`src/rtl/multi_clk_div.sv`:
```
// NUM_CH independent programmable clock dividers with glitch-free enable, period-boundary divisor updates and global sync.
// clk_out/tick are registered from the same edge as the phase counter; there is no backpressure.
module multi_clk_div #(
    parameter int NUM_CH    = 2,
    parameter int DIV_W     = 8,
    parameter int RESET_DIV = 2
) (
    input  logic                    clk_in1,
    input  logic                    rst,
    input  logic [NUM_CH*DIV_W-1:0] div_cfg,
    input  logic [NUM_CH-1:0]       cfg_load,
    input  logic [NUM_CH-1:0]       ch_en,
    input  logic                    sync,
    output logic [NUM_CH-1:0]       clk_out,
    output logic [NUM_CH-1:0]       tick,
    output logic [NUM_CH-1:0]       cfg_pending
);

    for (genvar g = 0; g < NUM_CH; g++) begin : g_ch
        logic [DIV_W-1:0] cnt_q, cnt_d;
        logic [DIV_W-1:0] div_q, div_d;
        logic [DIV_W-1:0] pend_div_q, pend_div_d;
        logic             active_q, active_d;
        logic             pending_q, pending_d;
        logic             clk_q, clk_d;
        logic             tick_q, tick_d;
        logic [DIV_W-1:0] load_val;
        logic [DIV_W:0]   half;
        logic             wrap;

        always_comb begin
            load_val = div_cfg[g*DIV_W +: DIV_W];
            if (load_val < DIV_W'(2)) begin
                load_val = DIV_W'(2);
            end

            cnt_d      = cnt_q;
            div_d      = div_q;
            active_d   = active_q;
            pend_div_d = cfg_load[g] ? load_val : pend_div_q;
            pending_d  = pending_q | cfg_load[g];
            wrap       = (cnt_q == div_q - DIV_W'(1));

            if (!active_q) begin
                // An idle channel has no boundary to wait for, so the divisor applies immediately.
                if (cfg_load[g]) begin
                    div_d = load_val;
                end
                pending_d = cfg_load[g];
                if (ch_en[g]) begin
                    active_d = 1'b1;
                    cnt_d    = '0;
                end
            end else if (sync) begin
                cnt_d = '0;
                if (pending_q) begin
                    div_d = pend_div_q;
                end
                pending_d = cfg_load[g];
            end else if (wrap) begin
                // A load landing on this edge stays pending for the following wrap.
                cnt_d = '0;
                if (pending_q) begin
                    div_d = pend_div_q;
                end
                pending_d = cfg_load[g];
                active_d  = ch_en[g];
            end else begin
                cnt_d = cnt_q + DIV_W'(1);
            end

            half   = ({1'b0, div_d} + (DIV_W+1)'(1)) >> 1;
            clk_d  = active_d && ({1'b0, cnt_d} < half);
            tick_d = active_d && (cnt_d == div_d - DIV_W'(1));
        end

        always_ff @(posedge clk_in1 or posedge rst) begin
            if (rst) begin
                cnt_q      <= '0;
                div_q      <= DIV_W'(RESET_DIV);
                pend_div_q <= DIV_W'(RESET_DIV);
                active_q   <= 1'b0;
                pending_q  <= 1'b0;
                clk_q      <= 1'b0;
                tick_q     <= 1'b0;
            end else begin
                cnt_q      <= cnt_d;
                div_q      <= div_d;
                pend_div_q <= pend_div_d;
                active_q   <= active_d;
                pending_q  <= pending_d;
                clk_q      <= clk_d;
                tick_q     <= tick_d;
            end
        end

        assign clk_out[g]     = clk_q;
        assign tick[g]        = tick_q;
        assign cfg_pending[g] = pending_q;
    end

endmodule
```
`config.mk`:
```
export PLATFORM = sky130hd
export DESIGN_NAME = multi_clk_div
export DESIGN_NICKNAME = d
export VERILOG_FILES = /design/src/rtl/multi_clk_div.sv
export SDC_FILE = /design/constraint.sdc
export NUM_CORES = 1
export LEC_CHECK = 0
export ABC_AREA = 1
export BUFFER_PORTS_ARGS = -buffer_cell sky130_fd_sc_hd__buf_2
export CORE_MARGIN = 2
export CORE_UTILIZATION = 45
export CTS_CLUSTER_DIAMETER = 120
export CTS_CLUSTER_SIZE = 16
export DETAILED_ROUTE_END_ITERATION = 10
export GPL_TIMING_DRIVEN = 1
export HOLD_SLACK_MARGIN = 0.05
export PLACE_DENSITY = 0.58
export SKIP_LAST_GASP = 1
export SLEW_MARGIN = 10
export SYNTH_ARGS = -nofsm -noshare
export SYNTH_HDL_FRONTEND = slang
export SYNTH_SLANG_ARGS = --single-unit
```
`constraint.sdc`:
```
create_clock -name clk_in1 -period 8.03 [get_ports clk_in1]
set_input_delay 0.4015 -clock clk_in1 [delete_from_list [all_inputs] [get_ports clk_in1]]
set_output_delay 0.4015 -clock clk_in1 [all_outputs]
set_load 0.02 [all_outputs]
```
## Word level (Yosys, flattened, before mapping)

Cells that the tools add are included.

| operators by class | value |
|---|---|
| muxes and demuxes | 34 |
| eq/ne operators | 4 |
| magnitude comparators | 4 |
| $add $sub $neg | 8 |
| reduce and logical (&&, ||, !) cells | 4 |
| bitwise gates (word level) | 2 |

Operators with widths:

| operator | number |
|---|---|
| 2-to-1 mux 8 bit | 20 |
| equality test 8 bit | 4 |
| subtractor 8 x 1 -> 8 bit (second input constant) | 4 |
| adder 8 x 1 -> 9 bit (second input constant) | 2 |
| adder 8 x 1 -> 8 bit (second input constant) | 2 |
| less-than comparator 8 x 2 -> 1 bit (second input constant) | 2 |
| less-than comparator 8 bit | 2 |
| 2-to-1 mux 1 bit | 14 |
| logical AND 1 bit | 4 |
| OR 1 bit | 2 |

| storage, ports and cells | value |
|---|---|
| logic and storage cells | 70 |
| input bits | 23 |
| bits in registers | 56 |
| output and inout bits | 6 |

## Logic depth before layout (Yosys ltp)

| depth | value |
|---|---|
| word-level depth | 8 |
| mapped depth | 26 |
| mapped depth without buffers | 25 |

## Worst setup path before layout

Ideal clock, no wire load.

| timing | value |
|---|---|
| path type | reg-to-reg |
| from | register g_ch[1].div_q[1] |
| to | register g_ch[1].clk_q |
| data required time | 7.959 ns |
| setup time | 0.071 ns |
| cell stages (with the launch flop) | 27 |
| setup slack | 4.669 ns |
| arrival time | 3.289 ns |
| clock period less this slack | 3.361 ns |
| buffers on the path | 1 |
| cells stage by stage | dfstp_2 -> inv_1 -> ha_1 -> inv_1 -> nand2_1 -> nand2_1 -> xor2_1 -> nand2_1 -> nor2_4 -> nand2_4 -> nand2_4 -> buf_8 -> nand2_2 -> nand3_2 -> nand2_4 -> inv_1 -> ha_1 -> nand3_1 -> nor2_1 -> nand2_1 -> xor2_1 -> ha_1 -> a21oi_1 -> nor2_1 -> a211oi_1 -> nand2_1 -> nor2_1 |

| on the way | value |
|---|---|
| cells in the longest elaborated chain, start to end | 8 |
| elaborated cells on any way between the ends | 16 |
| classes of those cells | 2 x add/sub; 1 x order compare; 1 x eq/ne; 11 x mux; 1 x reduce/logical |

Ends and longest elaborated chain:

| item | RTL line | RTL |
|---|---|---|
| from (decl) | 21 | `logic [DIV_W-1:0] div_q, div_d;` |
| from (signal assigned) | 80 | `div_q <= DIV_W'(RESET_DIV);` |
| from (signal assigned) | 88 | `div_q <= div_d;` |
| subtractor 8 x 1 -> 8 bit | 42 | `wrap = (cnt_q == div_q - DIV_W'(1));` |
| equality test 8 bit | 42 |  |
| 2-to-1 mux 8 bit | 60 | `end else if (wrap) begin` |
| 2-to-1 mux 8 bit | 54 | `end else if (sync) begin` |
| 2-to-1 mux 8 bit | 44 | `if (!active_q) begin` |
| via g_ch[1].div_d[0] | 21 |  |
| adder 8 x 1 -> 9 bit | 72 | `half = ({1'b0, div_d} + (DIV_W+1)'(1)) >> 1;` |
| less-than comparator 8 bit | 73 | `clk_d = active_d && ({1'b0, cnt_d} < half);` |
| logical AND 1 bit | 73 |  |
| via g_ch[1].clk_d | 25 | `logic clk_q, clk_d;` |
| to (signal assigned) | 92 | `clk_q <= clk_d;` |
| to (decl) | 25 |  |

The timed path passes the listed nets, and every way through them passes these cells.
A chain may end at the register's enable or synchronous reset.

## Worst setup path in the final report

| timing | value |
|---|---|
| from | register g_ch[0].div_q[1] |
| to | register g_ch[0].clk_q |

| on the way | value |
|---|---|
| cells in the longest elaborated chain, start to end | 8 |
| elaborated cells on any way between the ends | 16 |
| classes of those cells | 2 x add/sub; 1 x order compare; 1 x eq/ne; 11 x mux; 1 x reduce/logical |

Ends and longest elaborated chain:

| item | RTL line |
|---|---|
| from (decl) | 21 |
| from (signal assigned) | 80 |
| from (signal assigned) | 88 |
| subtractor 8 x 1 -> 8 bit | 42 |
| equality test 8 bit | 42 |
| 2-to-1 mux 8 bit | 60 |
| 2-to-1 mux 8 bit | 54 |
| 2-to-1 mux 8 bit | 44 |
| via g_ch[0].div_d[0] | 21 |
| adder 8 x 1 -> 9 bit | 72 |
| less-than comparator 8 bit | 73 |
| logical AND 1 bit | 73 |
| via g_ch[0].clk_d | 25 |
| to (signal assigned) | 92 |
| to (decl) | 25 |

The timed path passes the listed nets, and every way through them passes these cells.

==> metrics <==
Post-Route Utilization=49.3%; GRT Resource Usage Total=between 20% and 30%; initial antenna violation count=0; I/O pin cnt=29; total gr overflow=0; Period Utilization, post-route=47.3%; share of cells above drive strength 1=15.0%; vias in the first global route=4735; Crit path top cell by count=nand2_1; clk buf depth=2; fillers=1118; CTS root buf=clkbuf_16; footprint of the multi-input gates=3180 um^2; H-tree levels=2; DP HPWL=approximately 11 mm; CTS tree=done; cts bufs inserted=5; worst-skew pair later-pin latency=approximately 0.31 ns; cts repair resizes=0; Syn Nets=roughly 800; CP Capture Type=flip-flop; Starting Density=46.4%; final-report max-slew violation count=0; RR Endpoint=g_ch[0].clk_q$_DFF_PP0_; # setup viols final=0; FF+latch count, synth=56; Mapped Area=5070 um^2; critical path class=reg -> reg; final-report hold violation count=0; First DRT Iteration DRCs=239; hold buffer count at CTS=0; minimum clock period=3.80 ns; Antenna Nets Post-Route=0; Comb power frac=38.2%; Worst slew margin=45.1%; Pleak=0.00278 uW; Syn Inst Count=759; Slew @ Worst Pin=0.821 ns; largest net degree at the start of global routing=57; Flop pwr share=36.9%; Net Switching=approximately 370 uW; Die X=110 um; Post-Place Worst Slack=4.24 ns; achievable frequency=0.263 GHz; CP cell instances=inv_2 -> ha_1 -> xor2_1 -> nand2_1 -> nor2_1 -> nand3_1 -> o21ai_2 -> nand2_1 -> nand3_1 -> nand2_1 -> inv_1 -> ha_1 -> nand2_1 -> nor2_1 -> nand3_1 -> nor2_1 -> nand2_1 -> ha_1 -> a21oi_1 -> o211ai_1 -> a21oi_1; Via density=5.42; DRT Pass-1 Iters=8; first-pass GRT wire length=between 20 and 25 mm; via count=4950; Setup crit start kind=flip-flop; Core Region=around 11000 um^2; R2R depth=21; Seq/Total Area, Yosys=27.7%; Die Span Y=roughly 110 um; ant diodes=0; CP max stage cell=dfstp_2; CP peak stage delay=0.54 ns; Sw Ratio=between 30% and 40%; CTS Sinks=56; row cnt=38; Worst Setup SP=g_ch[0].div_q[1]$_DFF_PP1_; Post-CTS Setup Inserts=0; Peak VDD IR=0.0830 mV; Nets=about 820; P per Cell Area=171 nW/um^2; Worst R2R Setup Slack=between 4 and 5 ns; Avg Inst Size Synth=~6.7 um^2; worst-path fanout max=12; total wire length=13.8 mm; # Max-Cap Violations=0; R2R Path Start=g_ch[0].div_q[1]$_DFF_PP1_; Int Pwr=553 uW; RSZ-0062 raised after global routing=false; post-synth cell types=43; yosys warns=0; die area=12100 um^2; crit path DAT=between 4 and 5 ns; port buffer count=28; clk_skew=0.00686 ns; Clk pwr share=24.9%; post-route setup TNS=0 ns; routed len/inst=15.1 um; fin worst setup slack=4.23 ns; hold crit path type=in -> async; DRC Markers=0; status=finished, final reports clean; Critical Path RT=8.27 ns; sequential cell area=~1400 um^2; clk slew on worst S/H paths=~0.07 ns; Placer Congestion=0.925; Layout area overhead=6.31%
## metrics by stage
step	instances	hold WS [ns]	power [uW]	cell area, um^2
detailed placement	905	0.459	697	5250
CTS	913	0.331	933	5400
global placement	905	0.456	690	5250
global route	913	0.343	995	5400
finish	913	0.291	921	5400
floorplan	759	0.442	615	5070
## flip-flops by register name, summed over array words and instances, names as in the netlist
signal           count
g_ch.pending_q       2
g_ch.pend_div_q     16
g_ch.clk_q           2
g_ch.active_q        2
g_ch.tick_q          2
g_ch.cnt_q          16
g_ch.div_q          16
## worst max-delay path, delay by kind of cell (launching register included)
family | cells | cell delay [ns]
simple gates | 11 | 1.23
compound gates | 4 | 0.83
fa+ha+maj | 3 | 0.76
flops | 1 | 0.54
buf+inv | 2 | 0.20
xor+xnor | 1 | 0.16
## layer usage
layer / up-vias / track usage [%] / wire, um
met5: - / 0 / 0
met4: 0 / 13.6 / 711
met3: 43 / 3.76 / 449
met2: 137 / 43.3 / 6820
met1: 2317 / 28.4 / 5810
li1: 2453 / - / -
## cell type report
class / count / share of cell area (%)
inverters: 86 / 5.98
well taps: 140 / 3.25
clock buffers: 8 / 2.71
repair buffers: 31 / 3.01
multi-input cells: 592 / 59.0
flip-flops and latches: 56 / 26.1
## cells in the mapped netlist, drive strengths merged
library cell  instances  area (um^2)
o211ai               10         80.1
nor3                  4         25.0
nand2               254         1060
buf                  14          113
ha                   22          275
nand3b                2         15.0
a21o                  1         7.51
xnor2                10         87.6
o32ai                 1         8.76
nand4                10         62.6
inv                  84          315
nand2b                1         6.26
dfstp                 4          105
a211oi                1         7.51
a21oi                21          113
clkbuf               11         51.3
o21ai                42          214
nand3               100          591
nor4                  1         6.26
o22ai                 1         6.26
xor2                 23          201
dfrtp                52         1300
nor2                 81          370
o31ai                 2         15.0
clkinv                2         7.51
or2                   5         31.3
## cell families (layout without fill, tap and decap cells)
family                   after synthesis  after routing  share of synthesized area, %
AND/OR/NAND/NOR                      458            458                          42.7
AO/OA/AOI/OAI                         79             79                          8.90
XOR/XNOR                              33             33                          5.70
buffers and inverters                111            125                          9.59
adder cells (fa/ha/maj)               22             22                          5.42
flip-flops                            56             56                          27.7
## how the worst max path moves through the flow
stage                                          to  slack [ns]  cells after the start
after floorplan           g_ch[1].clk_q$_DFF_PP0_        4.67                     26
after global placement    g_ch[0].clk_q$_DFF_PP0_        4.42                     21
after detailed placement  g_ch[0].clk_q$_DFF_PP0_        4.24                     21
after CTS                 g_ch[0].clk_q$_DFF_PP0_        4.23                     21
after global routing      g_ch[1].clk_q$_DFF_PP0_        3.82                     25
final                     g_ch[0].clk_q$_DFF_PP0_        4.23                     21
## layout by cell type (no fill, tap or decap), types with 19 or more instances in the layout
master	count
a21oi_1	19
buf_2	28
dfrtp_1	52
ha_1	22
inv_1	69
nand2_1	232
nand3_1	85
nor2_1	68
o21ai_0	35
xor2_1	23
## power groups by stage
stage               registers, uW  clock network, uW  logic, uW
floorplan                     334                  0        281
global placement              345                  0        345
detailed placement            345                  0        352
CTS                           340                241        353
global route                  344                249        402
finish                        340                230        352
Note: power is estimated with default switching activity, not from simulation.
